**config.mk**
```make
export PLATFORM = sky130hd
export DESIGN_NAME = seq_pattern_tx_flat
export DESIGN_NICKNAME = d
export VERILOG_FILES = /design/src/rtl/seq_pkg.sv /design/src/rtl/seq_pattern_tx_if.sv /design/src/rtl/seq_piso.sv /design/src/rtl/seq_pattern_tx.sv /design/src/flat_wrapper.sv
export SDC_FILE = /design/constraint.sdc
export NUM_CORES = 1
export LEC_CHECK = 0
export BUFFER_PORTS_ARGS = -buffer_cell sky130_fd_sc_hd__clkbuf_2
export CAP_MARGIN = 20
export CORE_UTILIZATION = 55
export CTS_CLUSTER_DIAMETER = 60
export CTS_CLUSTER_SIZE = 12
export DETAILED_ROUTE_END_ITERATION = 8
export PLACE_DENSITY = 0.77
export SLEW_MARGIN = 10
export SYNTH_ARGS = -nofsm -noshare
export SYNTH_HDL_FRONTEND = slang
export SYNTH_HIERARCHICAL = 1
export SYNTH_SLANG_ARGS = --single-unit
```
**constraint.sdc**
```tcl
create_clock -name clk -period 2.3 [get_ports clk]
set_clock_uncertainty 0.05 [all_clocks]
set_input_delay 0.23 -clock clk [delete_from_list [all_inputs] [get_ports clk]]
set_output_delay 0.23 -clock clk [all_outputs]
set_load 0.01 [all_outputs]
```
**src/rtl/seq_pkg.sv**
```systemverilog
// Shared definitions for the serial sequence-detect link: FSM encodings,
// the default framing pattern and a constant-width helper.
package seq_pkg;

  typedef enum logic [1:0] {
    S_IDLE  = 2'b00,
    S_SHIFT = 2'b01,
    S_GAP   = 2'b10,
    S_DONE  = 2'b11
  } state_e;

  localparam logic [2:0] SEQ_100 = 3'b100;

  // Bits needed to hold values 0..n-1; never less than one bit.
  function automatic int clog2(input int n);
    int r;
    r = 0;
    while ((1 << r) < n) r = r + 1;
    if (r == 0) r = 1;
    return r;
  endfunction

endpackage

```
**src/rtl/seq_pattern_tx_if.sv**
```systemverilog
// Request/response bundle between a pattern-transmit client and seq_pattern_tx.
interface seq_pattern_tx_if #(
  parameter int PAT_W = 3,
  parameter int CNT_W = 4
);
  logic             start;
  logic [PAT_W-1:0] pat_in;
  logic [CNT_W-1:0] rep_in;
  logic             xout;
  logic             xvalid;
  logic             busy;
  logic             done;

  modport master (
    output start, pat_in, rep_in,
    input  xout, xvalid, busy, done
  );

  modport slave (
    input  start, pat_in, rep_in,
    output xout, xvalid, busy, done
  );
endinterface

```
**src/rtl/seq_piso.sv**
```systemverilog
// MSB-first parallel-in/serial-out register with a held copy of the pattern
// so repeats can be reloaded without looking at the live input again.
module seq_piso #(
  parameter int PAT_W = 3
) (
  input  logic             clk,
  input  logic             reset,
  input  logic             load,
  input  logic             shift,
  input  logic             reload,
  input  logic [PAT_W-1:0] pat_in,
  output logic             nxt_bit
);

  logic [PAT_W-1:0] sreg_q, sreg_d;
  logic [PAT_W-1:0] copy_q, copy_d;

  // sreg holds only the bits still to be sent; the bit leaving on a load or
  // reload is taken straight from the source so it can be registered at once.
  always_comb begin
    sreg_d  = sreg_q;
    copy_d  = copy_q;
    nxt_bit = sreg_q[PAT_W-1];
    if (load) begin
      copy_d  = pat_in;
      sreg_d  = pat_in << 1;
      nxt_bit = pat_in[PAT_W-1];
    end else if (reload) begin
      sreg_d  = copy_q << 1;
      nxt_bit = copy_q[PAT_W-1];
    end else if (shift) begin
      sreg_d  = sreg_q << 1;
    end
  end

  always_ff @(posedge clk or negedge reset) begin
    if (!reset) begin
      sreg_q <= '0;
      copy_q <= '0;
    end else begin
      sreg_q <= sreg_d;
      copy_q <= copy_d;
    end
  end

endmodule

```
**src/rtl/seq_pattern_tx.sv**
```systemverilog
// Serial pattern transmitter: sends a latched pattern MSB first, repeated
// rep_in+1 times with optional idle gaps, then pulses done.
module seq_pattern_tx #(
  parameter int PAT_W = 3,
  parameter int CNT_W = 4,
  parameter int GAP   = 0
) (
  input  logic            clk,
  input  logic            reset,
  seq_pattern_tx_if.slave bus
);
  import seq_pkg::*;

  localparam int BIT_W = clog2(PAT_W);
  localparam int GAP_W = clog2(GAP + 1);
  localparam logic [BIT_W-1:0] BIT_LAST = BIT_W'(PAT_W - 1);
  localparam logic [GAP_W-1:0] GAP_LAST = GAP_W'((GAP > 0) ? GAP - 1 : 0);

  state_e           state_q, state_d;
  logic [BIT_W-1:0] bit_cnt_q, bit_cnt_d;
  logic [CNT_W-1:0] rep_cnt_q, rep_cnt_d;
  logic [GAP_W-1:0] gap_cnt_q, gap_cnt_d;
  logic             xout_q, xout_d;
  logic             xvalid_q, xvalid_d;
  logic             busy_q, busy_d;
  logic             done_q, done_d;
  logic             load, shift, reload, nxt_bit;

  seq_piso #(.PAT_W(PAT_W)) u_piso (
    .clk     (clk),
    .reset   (reset),
    .load    (load),
    .shift   (shift),
    .reload  (reload),
    .pat_in  (bus.pat_in),
    .nxt_bit (nxt_bit)
  );

  // Next-state logic computes what the outputs show in the following cycle.
  always_comb begin
    state_d   = state_q;
    bit_cnt_d = bit_cnt_q;
    rep_cnt_d = rep_cnt_q;
    gap_cnt_d = gap_cnt_q;
    xout_d    = 1'b0;
    xvalid_d  = 1'b0;
    busy_d    = busy_q;
    done_d    = 1'b0;
    load      = 1'b0;
    shift     = 1'b0;
    reload    = 1'b0;
    case (state_q)
      S_IDLE: begin
        busy_d = 1'b0;
        if (bus.start) begin
          load      = 1'b1;
          state_d   = S_SHIFT;
          bit_cnt_d = BIT_LAST;
          rep_cnt_d = bus.rep_in;
          xout_d    = nxt_bit;
          xvalid_d  = 1'b1;
          busy_d    = 1'b1;
        end
      end
      S_SHIFT: begin
        busy_d = 1'b1;
        if (bit_cnt_q != '0) begin
          shift     = 1'b1;
          bit_cnt_d = bit_cnt_q - BIT_W'(1);
          xout_d    = nxt_bit;
          xvalid_d  = 1'b1;
        end else if (rep_cnt_q == '0) begin
          state_d = S_DONE;
          done_d  = 1'b1;
        end else begin
          rep_cnt_d = rep_cnt_q - CNT_W'(1);
          if (GAP == 0) begin
            reload    = 1'b1;
            bit_cnt_d = BIT_LAST;
            xout_d    = nxt_bit;
            xvalid_d  = 1'b1;
          end else begin
            state_d   = S_GAP;
            gap_cnt_d = GAP_LAST;
          end
        end
      end
      S_GAP: begin
        busy_d = 1'b1;
        if (gap_cnt_q == '0) begin
          state_d   = S_SHIFT;
          reload    = 1'b1;
          bit_cnt_d = BIT_LAST;
          xout_d    = nxt_bit;
          xvalid_d  = 1'b1;
        end else begin
          gap_cnt_d = gap_cnt_q - GAP_W'(1);
        end
      end
      S_DONE: begin
        state_d = S_IDLE;
        busy_d  = 1'b0;
      end
      default: begin
        state_d = S_IDLE;
        busy_d  = 1'b0;
      end
    endcase
  end

  always_ff @(posedge clk or negedge reset) begin
    if (!reset) begin
      state_q   <= S_IDLE;
      bit_cnt_q <= '0;
      rep_cnt_q <= '0;
      gap_cnt_q <= '0;
      xout_q    <= 1'b0;
      xvalid_q  <= 1'b0;
      busy_q    <= 1'b0;
      done_q    <= 1'b0;
    end else begin
      state_q   <= state_d;
      bit_cnt_q <= bit_cnt_d;
      rep_cnt_q <= rep_cnt_d;
      gap_cnt_q <= gap_cnt_d;
      xout_q    <= xout_d;
      xvalid_q  <= xvalid_d;
      busy_q    <= busy_d;
      done_q    <= done_d;
    end
  end

  assign bus.xout   = xout_q;
  assign bus.xvalid = xvalid_q;
  assign bus.busy   = busy_q;
  assign bus.done   = done_q;

endmodule

```
**src/flat_wrapper.sv**
```systemverilog
// flat-port wrapper written by rule: the top's interface ports become plain ports
module seq_pattern_tx_flat import seq_pkg::*;
#(
  parameter int PAT_W = 3,
  parameter int CNT_W = 4,
  parameter int GAP   = 0
)
  (clk, reset, bus_start, bus_pat_in, bus_rep_in, bus_xout, bus_xvalid, bus_busy, bus_done);
  seq_pattern_tx_if #(.PAT_W(PAT_W), .CNT_W(CNT_W)) bus_i ();
  input  logic clk;
  input  logic reset;
  input wire logic [$bits(bus_i.start)-1:0] bus_start;
  input wire logic [$bits(bus_i.pat_in)-1:0] bus_pat_in;
  input wire logic [$bits(bus_i.rep_in)-1:0] bus_rep_in;
  output wire logic [$bits(bus_i.xout)-1:0] bus_xout;
  output wire logic [$bits(bus_i.xvalid)-1:0] bus_xvalid;
  output wire logic [$bits(bus_i.busy)-1:0] bus_busy;
  output wire logic [$bits(bus_i.done)-1:0] bus_done;
  assign bus_i.start = bus_start;
  assign bus_i.pat_in = bus_pat_in;
  assign bus_i.rep_in = bus_rep_in;
  assign bus_xout = bus_i.xout;
  assign bus_xvalid = bus_i.xvalid;
  assign bus_busy = bus_i.busy;
  assign bus_done = bus_i.done;
  seq_pattern_tx #(.PAT_W(PAT_W), .CNT_W(CNT_W), .GAP(GAP)) u_core (.clk(clk), .reset(reset), .bus(bus_i));
endmodule
```
=== Word-level counts from Yosys, hierarchy flattened ===
Index checks and enable logic that the tools add are counted.

* Output and inout port bits: 4
* Bits of input ports: 10
* Bits in registers: 19
* Logic and storage cells: 71

* Multiplexer cells: 39
* Equal/unequal tests: 9
* Add/subtract/negate cells: 3
* Reductions and logical operators: 10

{| class="wikitable"
|+ Operators by type and width
! operator !! number
|-
| $mux W1 || 18
|-
| $mux W2 || 8
|-
| $mux W4 || 3
|-
| $reduce_and A4 Y1 || 3
|-
| $mux W3 || 3
|-
| $pmux W1 S3 || 3
|-
| $ne A2 B2 Y1 const B || 4
|-
| $pmux W2 S4 || 1
|-
| $pmux W4 S2 || 1
|-
| $pmux W2 S3 || 1
|-
| $reduce_bool A3 Y1 || 2
|-
| $eq A2 B2 Y1 const B || 2
|-
| $logic_not A4 Y1 || 1
|-
| $reduce_bool A2 Y1 || 2
|-
| $sub A4 B1 Y4 const B || 1
|-
| $ne A3 B2 Y1 const B || 1
|-
| $eq A2 B1 Y1 const B || 1
|-
| $logic_not A2 Y1 || 1
|-
| $ne A2 B1 Y1 const B || 1
|-
| $pmux W1 S2 || 1
|-
| $reduce_or A2 Y1 || 1
|-
| $sub A2 B1 Y2 const B || 1
|-
| $sub A1 B1 Y1 const B || 1
|}

=== Longest topological paths before layout ===
* Word-level depth: 9
* Gate-level depth with buffers: 9
* Gate-level depth less buffers: 8

=== Modules after synthesis ===
Netlist, hierarchy kept.

{| class="wikitable"
|+ Modules (own cells, without submodules)
! module !! seq. area each (sq um) !! cells an instance !! area each (sq um) !! times used
|-
| seq_pattern_tx || 300.3 || 75 || 753.2 || 1
|-
| seq_piso || 125.1 || 21 || 239.0 || 1
|}

=== Worst setup path after synthesis ===
OpenSTA, ideal clock, no wires.

* Kind: register to register
* From: register u_core.rep_cnt_q[0]
* To: register u_core.u_piso.sreg_q[1]
* Path buffers: 0
* Setup time: 0.118 ns
* Data arrival time: 1.778 ns
* Setup slack: 0.353 ns
* Required time: 2.132 ns
* Clock period less this slack: 1.947 ns
* Stages on the path, launching flop included: 8
* Cells stage by stage: dfrtp_1 -> inv_1 -> ha_1 -> or3b_2 -> a31oi_1 -> nor2b_1 -> or2_1 -> a21o_1

* Longest elaborated chain between the ends: 6
* Elaborated cells between the ends (all ways): 7
* Classes of those cells: mux (5); reduce/logical (2)

{| class="wikitable"
|+ Ends and longest elaborated chain
! element !! line !! text
|-
| from (decl) || seq_pattern_tx.sv:21 || <nowiki>logic [CNT_W-1:0] rep_cnt_q, rep_cnt_d;</nowiki>
|-
| from (signal assigned) || seq_pattern_tx.sv:124 || <nowiki>rep_cnt_q <= rep_cnt_d;</nowiki>
|-
| $logic_not A4 Y1 (*) || seq_pattern_tx.sv:72 || <nowiki>end else if (rep_cnt_q == '0) begin</nowiki>
|-
| $mux W1 (*) || seq_pattern_tx.sv:72 ||
|-
| $mux W1 (*) || seq_pattern_tx.sv:67 || <nowiki>if (bit_cnt_q != '0) begin</nowiki>
|-
| $pmux W1 S2 (*) || seq_pattern_tx.sv:52 || <nowiki>case (state_q)</nowiki>
|-
| via u_core.reload || seq_pattern_tx.sv:27 || <nowiki>logic load, shift, reload, nxt_bit;</nowiki>
|-
| $mux W3 || seq_piso.sv:28 || <nowiki>end else if (reload) begin</nowiki>
|-
| $mux W3 || seq_piso.sv:24 || <nowiki>if (load) begin</nowiki>
|-
| to (signal assigned) || seq_piso.sv:41 || <nowiki>sreg_q <= sreg_d;</nowiki>
|-
| to (decl) || seq_piso.sv:15 || <nowiki>logic [PAT_W-1:0] sreg_q, sreg_d;</nowiki>
|}

The timed path passes the listed nets; every way through them passes the cells marked *.
A chain may end at the register's enable or synchronous reset.

=== Worst setup path in the final report ===
Same ends and word-level chain as after synthesis.

==> flow_metrics.py <==
metrics = {
    "synth": {
        "synth-seq-cells": 17,
        "netlist.area_leader.share": 0.4288,
        "syn-cell-area_sq_um": 992.2,
        "synth-seq-area-share": 0.4288,
        "synthesis.nets": 115,
        "synth_area_leader_cell": "dfrtp_1",
        "syn_area_per_cell_sq_um": 10.34,
        "synth.distinct_cells": 35,
        "ys_top_cells_by_area": "dfrtp_1, ha_1, inv_1, mux2i_1, buf_6",
        "yosys_warnings": 6,
        "synthCells": 96,
    },
    "drt": {
        "routed.top_layer": "met4",
        "drt_wl_total_microns": 1758,
        "vias": 727,
        "routedWlPerCell_microns": 13.02,
        "dr.pass1.iters": 4,
        "dr_wl_met2_microns": 912,
        "drt_iter0_markers": 10,
        "drc": 0,
        "drt-met1-wl_microns": 765,
        "vias_per_cell": 5.385,
        "wl_met3_microns": 61,
        "ant_nets": 0,
    },
    "die": {
        "dieArea_sq_um": 1978,
        "initial_core_util": 0.6224,
        "die_w_microns": 44.48,
        "die_h_microns": 44.48,
        "io_pins": 14,
        "coreArea_sq_um": 1594,
        "row_count": 14,
    },
    "placed_design": {
        "dp_slack_ps": 199.0,
        "gp_congestion": 0.7062,
        "hpwl_microns": 1333,
        "place_inst": 130,
        "portBuffers": 13,
    },
    "sta": {
        "period_needed_ps": 2116,
        "worst_pin_slew_ps": 421.7,
        "relSlewSlack": 0.7189,
        "finalMaxSlewViolations": 0,
        "rsz0062_at_grt": "no",
        "setup_ws_ps": 184.3,
        "worst_hold_slack_ps": 124.6,
        "hold_viol_final": 0,
        "min_period_over_period": 0.9199,
        "fmaxAchievable_mhz": 472.7,
        "tns_ps": 0,
        "setup_violations": 0,
    },
    "global_routing": {
        "grt.total_usage": 0.2002,
        "grt_pass1_vias": 686,
        "overflow": 0,
        "grt_max_degree": 18,
        "antenna_found_initial": 0,
        "grt_pass1_wl_microns": 2849,
    },
    "clock_tree": {
        "cts_tree": "yes",
        "numCtsBuffers": 3,
        "clk_path_buf_depth": 2,
        "cts_sinks": 17,
        "clkTransAtPathRegs_ps": 100,
        "cts-root-buf": "clkbuf_4",
        "clk_latency_ps": 300,
        "postCtsSetupBuffers": 0,
        "postCtsResizedCells": 0,
        "htree_levels": 1,
    },
    "flow_run": {
        "max_cap_viol_count": 0,
    },
    "setup_path": {
        "path_delay_family": "simple AND/OR/NAND/NOR gates",
        "critPathRequiredTime_ps": 2450,
        "worstSetupPathType": "flop to flop",
        "arrival_ps": 2260,
        "slowest_stage": "or3b_2",
        "path_buf_inv": 1,
        "timing.rr.start": "u_core/rep_cnt_q[0]",
        "r2r_cells": 7,
        "crit_path_max_fanout": 5,
        "r2r_slack_ps": 180,
        "max_stage_delay_ps": 510,
        "critPathLaunchType": "flop",
        "reg2reg_to": "u_core/u_piso/sreg_q[1]",
        "crit_chain": "inv_1 -> ha_1 -> or3b_2 -> a31oi_1 -> nor2b_1 -> or2_1 -> a21o_1",
        "endpoint_kind": "flop",
    },
    "power_and_ir_drop": {
        "p_leak_nw": 0.5450,
        "powerDensity_nw_per_um2": 1250,
        "ir_drop_mv": 0.7166,
    },
    "final_layout": {
        "nets": 131,
        "fillers": 125,
        "areaGrowthSynthToFinish_pct": 10.34,
        "mostFrequentLayoutCell": "dfrtp_1",
        "post-route-util": 0.6868,
        "fin_cells": 135,
        "drive_gt1_frac": 0.2162,
        "num_antenna_cells": 0,
        "final_cell_mix": "dfrtp_1, clkbuf_2, inv_1, ha_1",
    },
    "hold_path": {
        "whs_endpoint": "u_core/u_piso/copy_q[0]",
        "hold_class": "input pin to flop",
        "min_from": "bus_pat_in[0]",
        "min_path_cells": 2,
    },
    "status": {
        "status": "finished, final reports clean",
    },
}
==> cell families after synthesis <==
kind of cell               after synthesis  synth area share
buffers and inverters                   15           0.07944
adders and majority gates                9            0.1135
AOI/OAI and AO/OA                       20            0.1337
and+or+nand+nor                         28            0.1664
DFF                                     17            0.4288
muxes                                    7           0.07818
==> Yosys cell counts (all sizes together) <==
master / instances
nor4b: 1
nor3b: 2
nor2b: 3
o22a: 2
a221o: 1
or2: 1
clkbuf: 1
or4b: 1
inv: 11
mux2: 3
a211o: 1
ha: 9
dfrtp: 17
or3b: 1
buf: 3
nand2: 6
o22ai: 1
mux2i: 4
nor2: 6
o31ai: 1
or3: 1
nand3: 1
nor3: 1
a21o: 1
o32ai: 1
nand3b: 1
a21oi: 3
nand4b: 1
a31oi: 3
o21ai: 5
o211ai: 1
and2: 2
==> repair_timing <==
action	4_1_cts	5_1_grt
hold buffers	1	0
setup endpoints to repair	0	0
hold endpoints to repair	17	0
==> report_power, final <==
group	total, W	internal, W	switching, W
logic	0.000723	0.000338	0.000385
clock network	0.000161	0.0000648	0.0000961
registers	0.000485	0.000408	0.0000765
==> routing by layer <==
layer  up-vias  track usage
li1        360            -
met1       345       0.2243
met2        18       0.3618
met3         4      0.04898
met4         0      0.07879
met5         -            0
==> metrics by stage <==
| step | power [W] | cell area [sq um] |
|---|---|---|
| final | 0.001368 | 1095 |
| after global routing | 0.001470 | 1095 |
| after CTS | 0.001370 | 1095 |
| after detailed placement | 0.001203 | 1057 |
| after global placement | 0.001159 | 1057 |
| after floorplan | 0.001092 | 992.2 |
==> sequential cells by signal, indices dropped and copies added (netlist names) <==
| signal | flops |
|---|---|
| u_core/bit_cnt_q | 2 |
| u_core/rep_cnt_q | 4 |
| u_core/bus.xvalid | 1 |
| u_core/bus.xout | 1 |
| u_core/u_piso/sreg_q | 2 |
| u_core/bus.done | 1 |
| u_core/state_q | 2 |
| u_core/bus.busy | 1 |
| u_core/u_piso/copy_q | 3 |
==> worst max path at each step <==
stage / startpoint / to / cells past startpoint
after global placement: u_core/rep_cnt_q[0] / u_core/u_piso/sreg_q[1] / 7
after detailed placement: u_core/rep_cnt_q[0] / u_core/u_piso/sreg_q[1] / 7
final: u_core/rep_cnt_q[0] / u_core/u_piso/sreg_q[1] / 7
after global routing: u_core/rep_cnt_q[0] / u_core/u_piso/sreg_q[2] / 7
after CTS: u_core/rep_cnt_q[0] / u_core/u_piso/sreg_q[1] / 7
after floorplan: u_core/rep_cnt_q[0] / u_core/u_piso/sreg_q[1] / 7
==> final cells by class <==
class,count,area (sq um),area share
clock buffer,3,22.52,0.02057
clock inverter,1,5.005,0.004571
inverter,11,41.29,0.03771
multi-input combinational,64,488.0,0.4457
sequential,17,425.4,0.3886
tap,24,30.03,0.02743
timing repair buffer,15,82.58,0.07543
No activity file was read; power rests on OpenSTA's default activity.
